### config.mk
export PLATFORM = sky130hd
export DESIGN_NAME = uart_tx_arbiter
export DESIGN_NICKNAME = d
export VERILOG_FILES = /design/src/rtl/uart_pkg.sv /design/src/rtl/uart_rr_pick.sv /design/src/rtl/uart_tx_arbiter.sv
export SDC_FILE = /design/constraint.sdc
export NUM_CORES = 1
export LEC_CHECK = 0
export CELL_PAD_IN_SITES_DETAIL_PLACEMENT = 0
export CELL_PAD_IN_SITES_GLOBAL_PLACEMENT = 1
export CORE_MARGIN = 3
export CORE_UTILIZATION = 32
export DETAILED_ROUTE_END_ITERATION = 6
export GPL_ROUTABILITY_DRIVEN = 0
export GPL_TIMING_DRIVEN = 0
export HOLD_SLACK_MARGIN = 0.1
export PLACE_DENSITY = 0.94
export SYNTH_ARGS = -nofsm -noshare
export SYNTH_HDL_FRONTEND = slang
export SYNTH_SLANG_ARGS = --single-unit
### constraint.sdc
create_clock -name clk -period 4.92 [get_ports clk]
set_input_delay 0.492 -clock clk [delete_from_list [all_inputs] [get_ports clk]]
set_output_delay 0.492 -clock clk [all_outputs]
set_load 0.05 [all_outputs]
### src/rtl/uart_pkg.sv
// uart_pkg: shared state type and default constants for the UART transmit arbiter
package uart_pkg;
  typedef enum logic [1:0] {IDLE, SEND, GAP} arb_state_e;
  localparam int SW_W_DEF = 16;
  localparam int GAP_CYCLES_DEF = 16;
  localparam int BAUD_DIV_100M_115200 = 868;
endpackage

### src/rtl/uart_rr_pick.sv
// uart_rr_pick: combinational round-robin picker, first set request at index >= ptr with wrap
module uart_rr_pick #(
  parameter int N = 4,
  localparam int IW = $clog2(N)
) (
  input  logic [N-1:0]  req_i,
  input  logic [IW-1:0] ptr_i,
  output logic          found_o,
  output logic [IW-1:0] idx_o
);
  logic [IW-1:0] j;
  always_comb begin
    found_o = 1'b0;
    idx_o = '0;
    j = '0;
    // scan from farthest to nearest so the nearest hit is the one that sticks
    for (int k = N - 1; k >= 0; k--) begin
      j = IW'((int'(ptr_i) + k) % N);
      if (req_i[j]) begin
        found_o = 1'b1;
        idx_o = j;
      end
    end
  end
endmodule

### src/rtl/uart_tx_arbiter.sv
// uart_tx_arbiter: round-robin sharing of one UART transmitter among N_REQ byte producers,
// with a programmable idle gap after every completed frame
module uart_tx_arbiter
  import uart_pkg::*;
#(
  parameter int N_REQ = 4,
  parameter int GAP_CYCLES = GAP_CYCLES_DEF,
  parameter int SW_W = SW_W_DEF,
  localparam int IW = $clog2(N_REQ),
  localparam int GW = GAP_CYCLES > 1 ? $clog2(GAP_CYCLES) : 1
) (
  input  logic               clk,
  input  logic               rst,
  input  logic [N_REQ-1:0]   req_valid,
  input  logic [8*N_REQ-1:0] req_data,
  output logic [N_REQ-1:0]   req_ack,
  input  logic [SW_W-1:0]    cfg_symbol_width,
  output logic               tx_send_req,
  output logic [7:0]         tx_d_in,
  output logic [SW_W-1:0]    tx_symbol_width,
  input  logic               tx_send_ack,
  output logic               busy,
  output logic [IW-1:0]      grant_id
);
  arb_state_e state_q, state_d;
  logic [IW-1:0] ptr_q, ptr_d, grant_q, grant_d, pick_idx;
  logic [GW-1:0] gap_q, gap_d;
  logic send_q, send_d, busy_q, busy_d, pick_found;
  logic [7:0] data_q, data_d;
  logic [SW_W-1:0] sw_q, sw_d;
  logic [N_REQ-1:0] ack_q, ack_d;

  uart_rr_pick #(.N(N_REQ)) u_pick (
    .req_i  (req_valid),
    .ptr_i  (ptr_q),
    .found_o(pick_found),
    .idx_o  (pick_idx)
  );

  always_ff @(posedge clk) begin
    if (rst) begin
      state_q <= IDLE;
      ptr_q <= '0;
      grant_q <= '0;
      gap_q <= '0;
      send_q <= 1'b0;
      busy_q <= 1'b0;
      data_q <= '0;
      sw_q <= '0;
      ack_q <= '0;
    end else begin
      state_q <= state_d;
      ptr_q <= ptr_d;
      grant_q <= grant_d;
      gap_q <= gap_d;
      send_q <= send_d;
      busy_q <= busy_d;
      data_q <= data_d;
      sw_q <= sw_d;
      ack_q <= ack_d;
    end
  end

  always_comb begin
    state_d = state_q;
    ptr_d = ptr_q;
    grant_d = grant_q;
    gap_d = gap_q;
    send_d = send_q;
    data_d = data_q;
    sw_d = sw_q;
    ack_d = '0;
    case (state_q)
      IDLE: if (pick_found && cfg_symbol_width != '0) begin
        data_d = req_data[{pick_idx, 3'b000} +: 8];
        sw_d = cfg_symbol_width;
        grant_d = pick_idx;
        send_d = 1'b1;
        state_d = SEND;
      end
      SEND: if (tx_send_ack) begin
        send_d = 1'b0;
        ack_d[grant_q] = 1'b1;
        ptr_d = grant_q == IW'(N_REQ - 1) ? '0 : grant_q + 1'b1;
        gap_d = GW'(GAP_CYCLES - 1);
        state_d = GAP_CYCLES > 0 ? GAP : IDLE;
      end
      GAP: begin
        state_d = gap_q == '0 ? IDLE : GAP;
        gap_d = gap_q - 1'b1;
      end
      default: state_d = IDLE;
    endcase
    busy_d = state_d != IDLE;
  end

  assign req_ack = ack_q;
  assign tx_send_req = send_q;
  assign tx_d_in = data_q;
  assign tx_symbol_width = sw_q;
  assign busy = busy_q;
  assign grant_id = grant_q;
endmodule

* Word-level counts from Yosys, hierarchy flattened
Cells that the tools add are included.
Widths: inputs -> output; s select.
** Word-level totals
- Register bits :: 40
- Bits of input ports :: 55
- Output and inout port bits :: 32
- Logic and storage cells :: 69
** Operators by class
- $add $sub $neg :: 5
- Order comparisons :: 6
- Equal/unequal tests :: 5
- Shift-type cells :: 1
- Mux-type cells :: 28
- Bitwise operators :: 2
- Reduce and logical (&&, ||, !) cells :: 13
** Operators with widths (count)
- $shiftx 32x6->8 :: 1
- $mux 2 :: 8
- $reduce_bool 16->1 :: 1
- $lt 2x3->1 const B :: 5
- $mux 1 :: 11
- $bmux 1 s2 :: 4
- $pmux 4 s2 :: 1
- $pmux 2 s3 :: 1
- $reduce_and 2->1 :: 3
- $reduce_bool 2->1 :: 3
- $add 2x1->2 const B :: 2
- $add 2x2->2 const B :: 2
- $eq 2x2->1 const B :: 2
- $logic_not 4->1 :: 1
- $mux 4 :: 1
- $ne 2x2->1 const B :: 2
- $sub 4x1->4 const B :: 1
- $reduce_and 3->1 :: 1
- $reduce_or 3->1 :: 1
- $demux 1 s2 :: 1
- $eq 2x1->1 const B :: 1
- $ge 2x1->1 const B :: 1
- $logic_and 1x1->1 :: 2
- $logic_not 2->1 :: 1
- 2 further kinds :: 3

* Logic depth before layout (Yosys ltp)
- Depth in word-level cells :: 11
- Depth in mapped cells :: 7
- Mapped depth without buffers :: 6

* Modules after synthesis
From an unflattened synthesis, not the netlist that was laid out.
** Unflattened totals
- Cell total of the unflattened synthesis :: 212
- Area, all modules :: 2095.8 sq um
** By module, submodules not included
- uart_tx_arbiter :: times used 1, cells each 199, area an instance 2018.2 sq um, sequential area each 800.8 sq um
- uart_rr_pick :: times used 1, cells each 13, area an instance 77.6 sq um, sequential area each 0.0 sq um

* Worst setup path before layout
Ideal clock, no wire load.
- Kind :: input port to flip-flop
- Start :: input port req_valid[0]
- End :: register data_q[0], in the netlist tx_d_in[0]
- Library setup time :: 135 ps
- Arrival time :: 1663 ps
- Required time :: 4785 ps
- Setup slack :: 3122 ps
- Stages on the path :: 6
- Buffers on the path :: 1
- Path through :: a21oi_1 -> o21ai_0 -> a21oi_2 -> buf_4 -> mux2i_1 -> o221ai_1
** Between the ends
- Longest elaborated chain between the ends :: 8
- Elaborated cells between the ends (all ways) :: 19
- Those cells by class :: 1 x shift; 16 x mux; 2 x reduce/logical
** RTL lines
- from (decl) :: RTL line uart_tx_arbiter.sv:14 : input logic [N_REQ-1:0] req_valid,
- parallel branches: the longest is 8 deep, another holds $shiftx 32x6->8
- to (signal assigned) :: RTL line uart_tx_arbiter.sv:58 : data_q <= data_d;
- to (decl) :: RTL line uart_tx_arbiter.sv:29 : logic [7:0] data_q, data_d;
Several ways; the timed one is not identified. The select of a mux whose other input is x is not followed.
A chain may end at the register's enable or synchronous reset.

* Worst setup path in the final report
Ends and elaborated chain as after synthesis.

==> flow_metrics.py <==
metrics = {
    "layout": {
        "drive_above_1_share_pct": 5.67,
        "n_antenna_cell": 0,
        "syn_to_final_growth_pct": 56.8,
        "fin_nets": 342,
        "layout.cells.non_filler": 352,
    },
    "route": {
        "vias": 1665,
        "firstDrtPassIters": 4,
        "first_iter_violations": 57,
        "drc": 0,
        "wl_per_cell_um": 13.4,
        "drtAntennaViolNets": 0,
        "viasPerCell": 4.73,
        "drt_wl_total_mm": 4.70,
    },
    "die": {
        "core-area_um2": 5300,
        "chipHeight_um": 81.5,
        "rows": 26,
        "start_util_pct": 34.4,
        "die-area_um2": 6650,
        "ios": 87,
        "die_x_um": 81.5,
    },
    "synth": {
        "yosysUniqueCellTypes": 32,
        "synthCells": 188,
        "syn_area_um2": 1830,
        "yosysWarnings": 0,
        "ys_seq_area_share_pct": 43.9,
        "syn-num-nets": 249,
        "ys_ff_latch": 40,
        "syn-mean-instance-area_um2": 9.71,
    },
    "grt": {
        "grt_pass1_vias": 1648,
        "grt_usage_pct": 14.9,
        "grt_pass1_wl_mm": 7.67,
        "grt_max_degree": 14,
        "antenna_found_initial": 0,
        "grt.overflow.total": 0,
    },
    "sta": {
        "slew_viol_final": 0,
        "slew_headroom_pct": 56.6,
        "rsz0062_at_grt": "no",
        "tightest_slew_ns": 0.650,
        "final.setup.tns_ns": 0,
        "setup_viol": 0,
        "max_freq_mhz": 431,
        "hold_viol_final": 0,
        "fin_ws_ns": 2.60,
        "fin_crit_sh_pct": 47.1,
        "period_minus_slack_ns": 2.32,
        "clock_skew_ns": 0.00944,
    },
    "clocking": {
        "h-tree-depth": 2,
        "root_buffer": "clkbuf_8",
        "cts_buffer_depth": 2,
        "hold_buffers": 0,
        "cts_setup_buffers": 0,
        "cts_tree": "yes",
        "cts-buffers-inserted": 5,
        "clk_latency_ns": 0.29,
        "cts.sinks": 40,
        "clk_pin_slew_ns": 0.08,
        "cts.repair.resized": 0,
    },
    "worst_setup_path": {
        "crit_slowest_cell": "a21oi_2",
        "critPathMaxFanout": 10,
        "crit_type": "in2reg",
        "r2r_end": "tx_d_in[0]",
        "critPathArrivalTime_ns": 2.47,
        "rr_worst_depth": 6,
        "crit_chain": "clkdlybuf4s50_1, a21oi_1, o21ai_0, a21oi_2, buf_4, mux2i_1, o221ai_1",
        "required_ns": 5.07,
        "critical-path-top-delay-family": "compound AO/OA/AOI/OAI gates",
        "path_buf_inv": 2,
        "r2r_slack_ns": 2.92,
        "critical-path-max-stage-delay_ns": 0.54,
        "timing.rr.start": "ptr_q[1]",
        "cp-start-kind": "input pin",
        "cp-end-kind": "flop",
    },
    "run": {
        "drv_cap": 0,
    },
    "worst_hold_path": {
        "hold_depth": 2,
        "worstHoldStart": "tx_send_req",
        "holdCritPathClass": "reg2reg",
        "hold_path_end": "tx_send_req",
    },
    "place": {
        "portBuffers": 86,
        "pre_cts_ws_ns": 2.27,
        "dp.cells": 344,
        "dp_hpwl_mm": 3.77,
    },
    "pwr": {
        "ir_worst_vdd_uv": 110,
        "cellLeakagePower_uw": 0.00111,
        "power.density_nw_per_um2": 316,
    },
    "outcome": {
        "status": "finished, final reports clean",
    },
}
-- worst max path at each step --
stage / startpoint / end / slack (ns) / cells past startpoint
CTS: req_valid[0] / tx_d_in[0] / 2.58 / 7
floorplan: req_valid[0] / tx_d_in[0] / 3.12 / 6
global placement: cfg_symbol_width[8] / busy / 2.26 / 7
detailed placement: req_valid[0] / tx_d_in[0] / 2.27 / 7
finish: req_valid[0] / tx_d_in[0] / 2.60 / 7
global route: cfg_symbol_width[3] / tx_d_in[1] / 2.45 / 8
-- area by class of cell --
cell class,instances,area (um^2)
multi-input combinational,131,947
clock buffer,5,68.8
fill,507,2440
sequential,40,801
tap,70,87.6
timing repair buffer,86,861
clock inverter,3,18.8
buffer,10,51.3
inverter,7,26.3
-- cells by family (layout without fill, tap and decap cells) --
kind of cell | Yosys count | count (layout) | synth area share (%)
AOI/OAI and AO/OA | 26 | 26 | 9.94
xor gates and xnor gates | 1 | 1 | 0.480
adders and majority gates | 6 | 6 | 4.11
buffers and inverters | 17 | 111 | 4.25
DFF | 40 | 40 | 43.9
muxes | 35 | 35 | 19.2
and+or+nand+nor | 63 | 63 | 18.2
-- sequential cells by signal, summed over array words and instances, names as in the netlist --
name,flops
busy,1
gap_q,4
grant_id,2
ptr_q,2
req_ack,4
state_q,2
tx_d_in,8
tx_send_req,1
tx_symbol_width,16
-- cell usage in the layout (no fill, tap or decap) --
master / n
nor3_1: 2
clkdlybuf4s50_1: 86
buf_4: 1
a22o_1: 1
nor2b_1: 1
nand2_1: 5
inv_2: 1
clkbuf_8: 5
a31oi_1: 1
nor4_1: 5
nor2_1: 26
clkbuf_1: 6
inv_1: 6
mux2i_1: 35
or2_2: 1
clkinv_4: 1
and2_1: 4
a21oi_1: 10
nand4_1: 1
or3b_1: 1
nor3b_1: 1
or3_1: 1
nand3b_1: 9
o21ai_0: 2
dfxtp_1: 40
o221ai_1: 8
nor4b_1: 1
ha_1: 6
buf_2: 2
a21oi_2: 1
clkinv_2: 2
nand2b_1: 5
xnor2_1: 1
a211oi_2: 1
a211oi_1: 2
buf_6: 1
-- metal layers --
layer	up-vias	wire length, um	GRT usage (%)
met5	-	0	0
met4	0	82	5.07
met3	10	376	4.93
met2	50	2140	23.0
met1	751	2100	19.4
li1	854	-	-
-- power breakdown --
group | leakage (uW) | total (uW) | internal, uW | switching, uW
registers | 0.000330 | 378 | 357 | 21.0
logic | 0.000737 | 312 | 136 | 177
clock network | 0.0000479 | 213 | 98.7 | 114
total | 0.00111 | 903 | 591 | 312
-- per-stage QoR --
stage               hold WS, ns  cell area [um^2]  util [%]  total power, uW
floorplan                 0.428              1830         -              577
global placement          0.445              2770      52.3              697
detailed placement        0.454              2770      52.3              700
CTS                       0.465              2860      54.0              917
global route              0.487              2860      54.0              955
finish                    0.460              2860      54.0              903
-- tightest hold or removal path: stages, from the launching register on --
cell	delay, ns
dfxtp_1	0.31
nand2_1	0.05
a21oi_1	0.05
-- cells in the mapped netlist --
| cell type | count | area, um^2 |
|---|---|---|
| dfxtp_1 | 40 | 801 |
| mux2i_1 | 35 | 350 |
| nor2_1 | 26 | 97.6 |
| a21oi_1 | 10 | 50.1 |
| nand3b_1 | 9 | 67.6 |
| o221ai_1 | 8 | 70.1 |
| clkbuf_1 | 6 | 22.5 |
| ha_1 | 6 | 75.1 |
| inv_1 | 6 | 22.5 |
| nand2_1 | 5 | 18.8 |
| nand2b_1 | 5 | 31.3 |
| nor4_1 | 5 | 31.3 |
| and2_1 | 4 | 25.0 |
| a211oi_1 | 2 | 15.0 |
| buf_2 | 2 | 10.0 |
| nor3_1 | 2 | 10.0 |
| o21ai_0 | 2 | 10.0 |
| a211oi_2 | 1 | 12.5 |
| a21oi_2 | 1 | 8.76 |
| a22o_1 | 1 | 8.76 |
| a31oi_1 | 1 | 6.26 |
| buf_4 | 1 | 7.51 |
| buf_6 | 1 | 11.3 |
| inv_2 | 1 | 3.75 |
| nand4_1 | 1 | 6.26 |
| nor2b_1 | 1 | 6.26 |
| nor3b_1 | 1 | 7.51 |
| nor4b_1 | 1 | 8.76 |
| or2_2 | 1 | 6.26 |
| or3_1 | 1 | 6.26 |
| or3b_1 | 1 | 8.76 |
| xnor2_1 | 1 | 8.76 |
(Power assumes the default switching activity.)
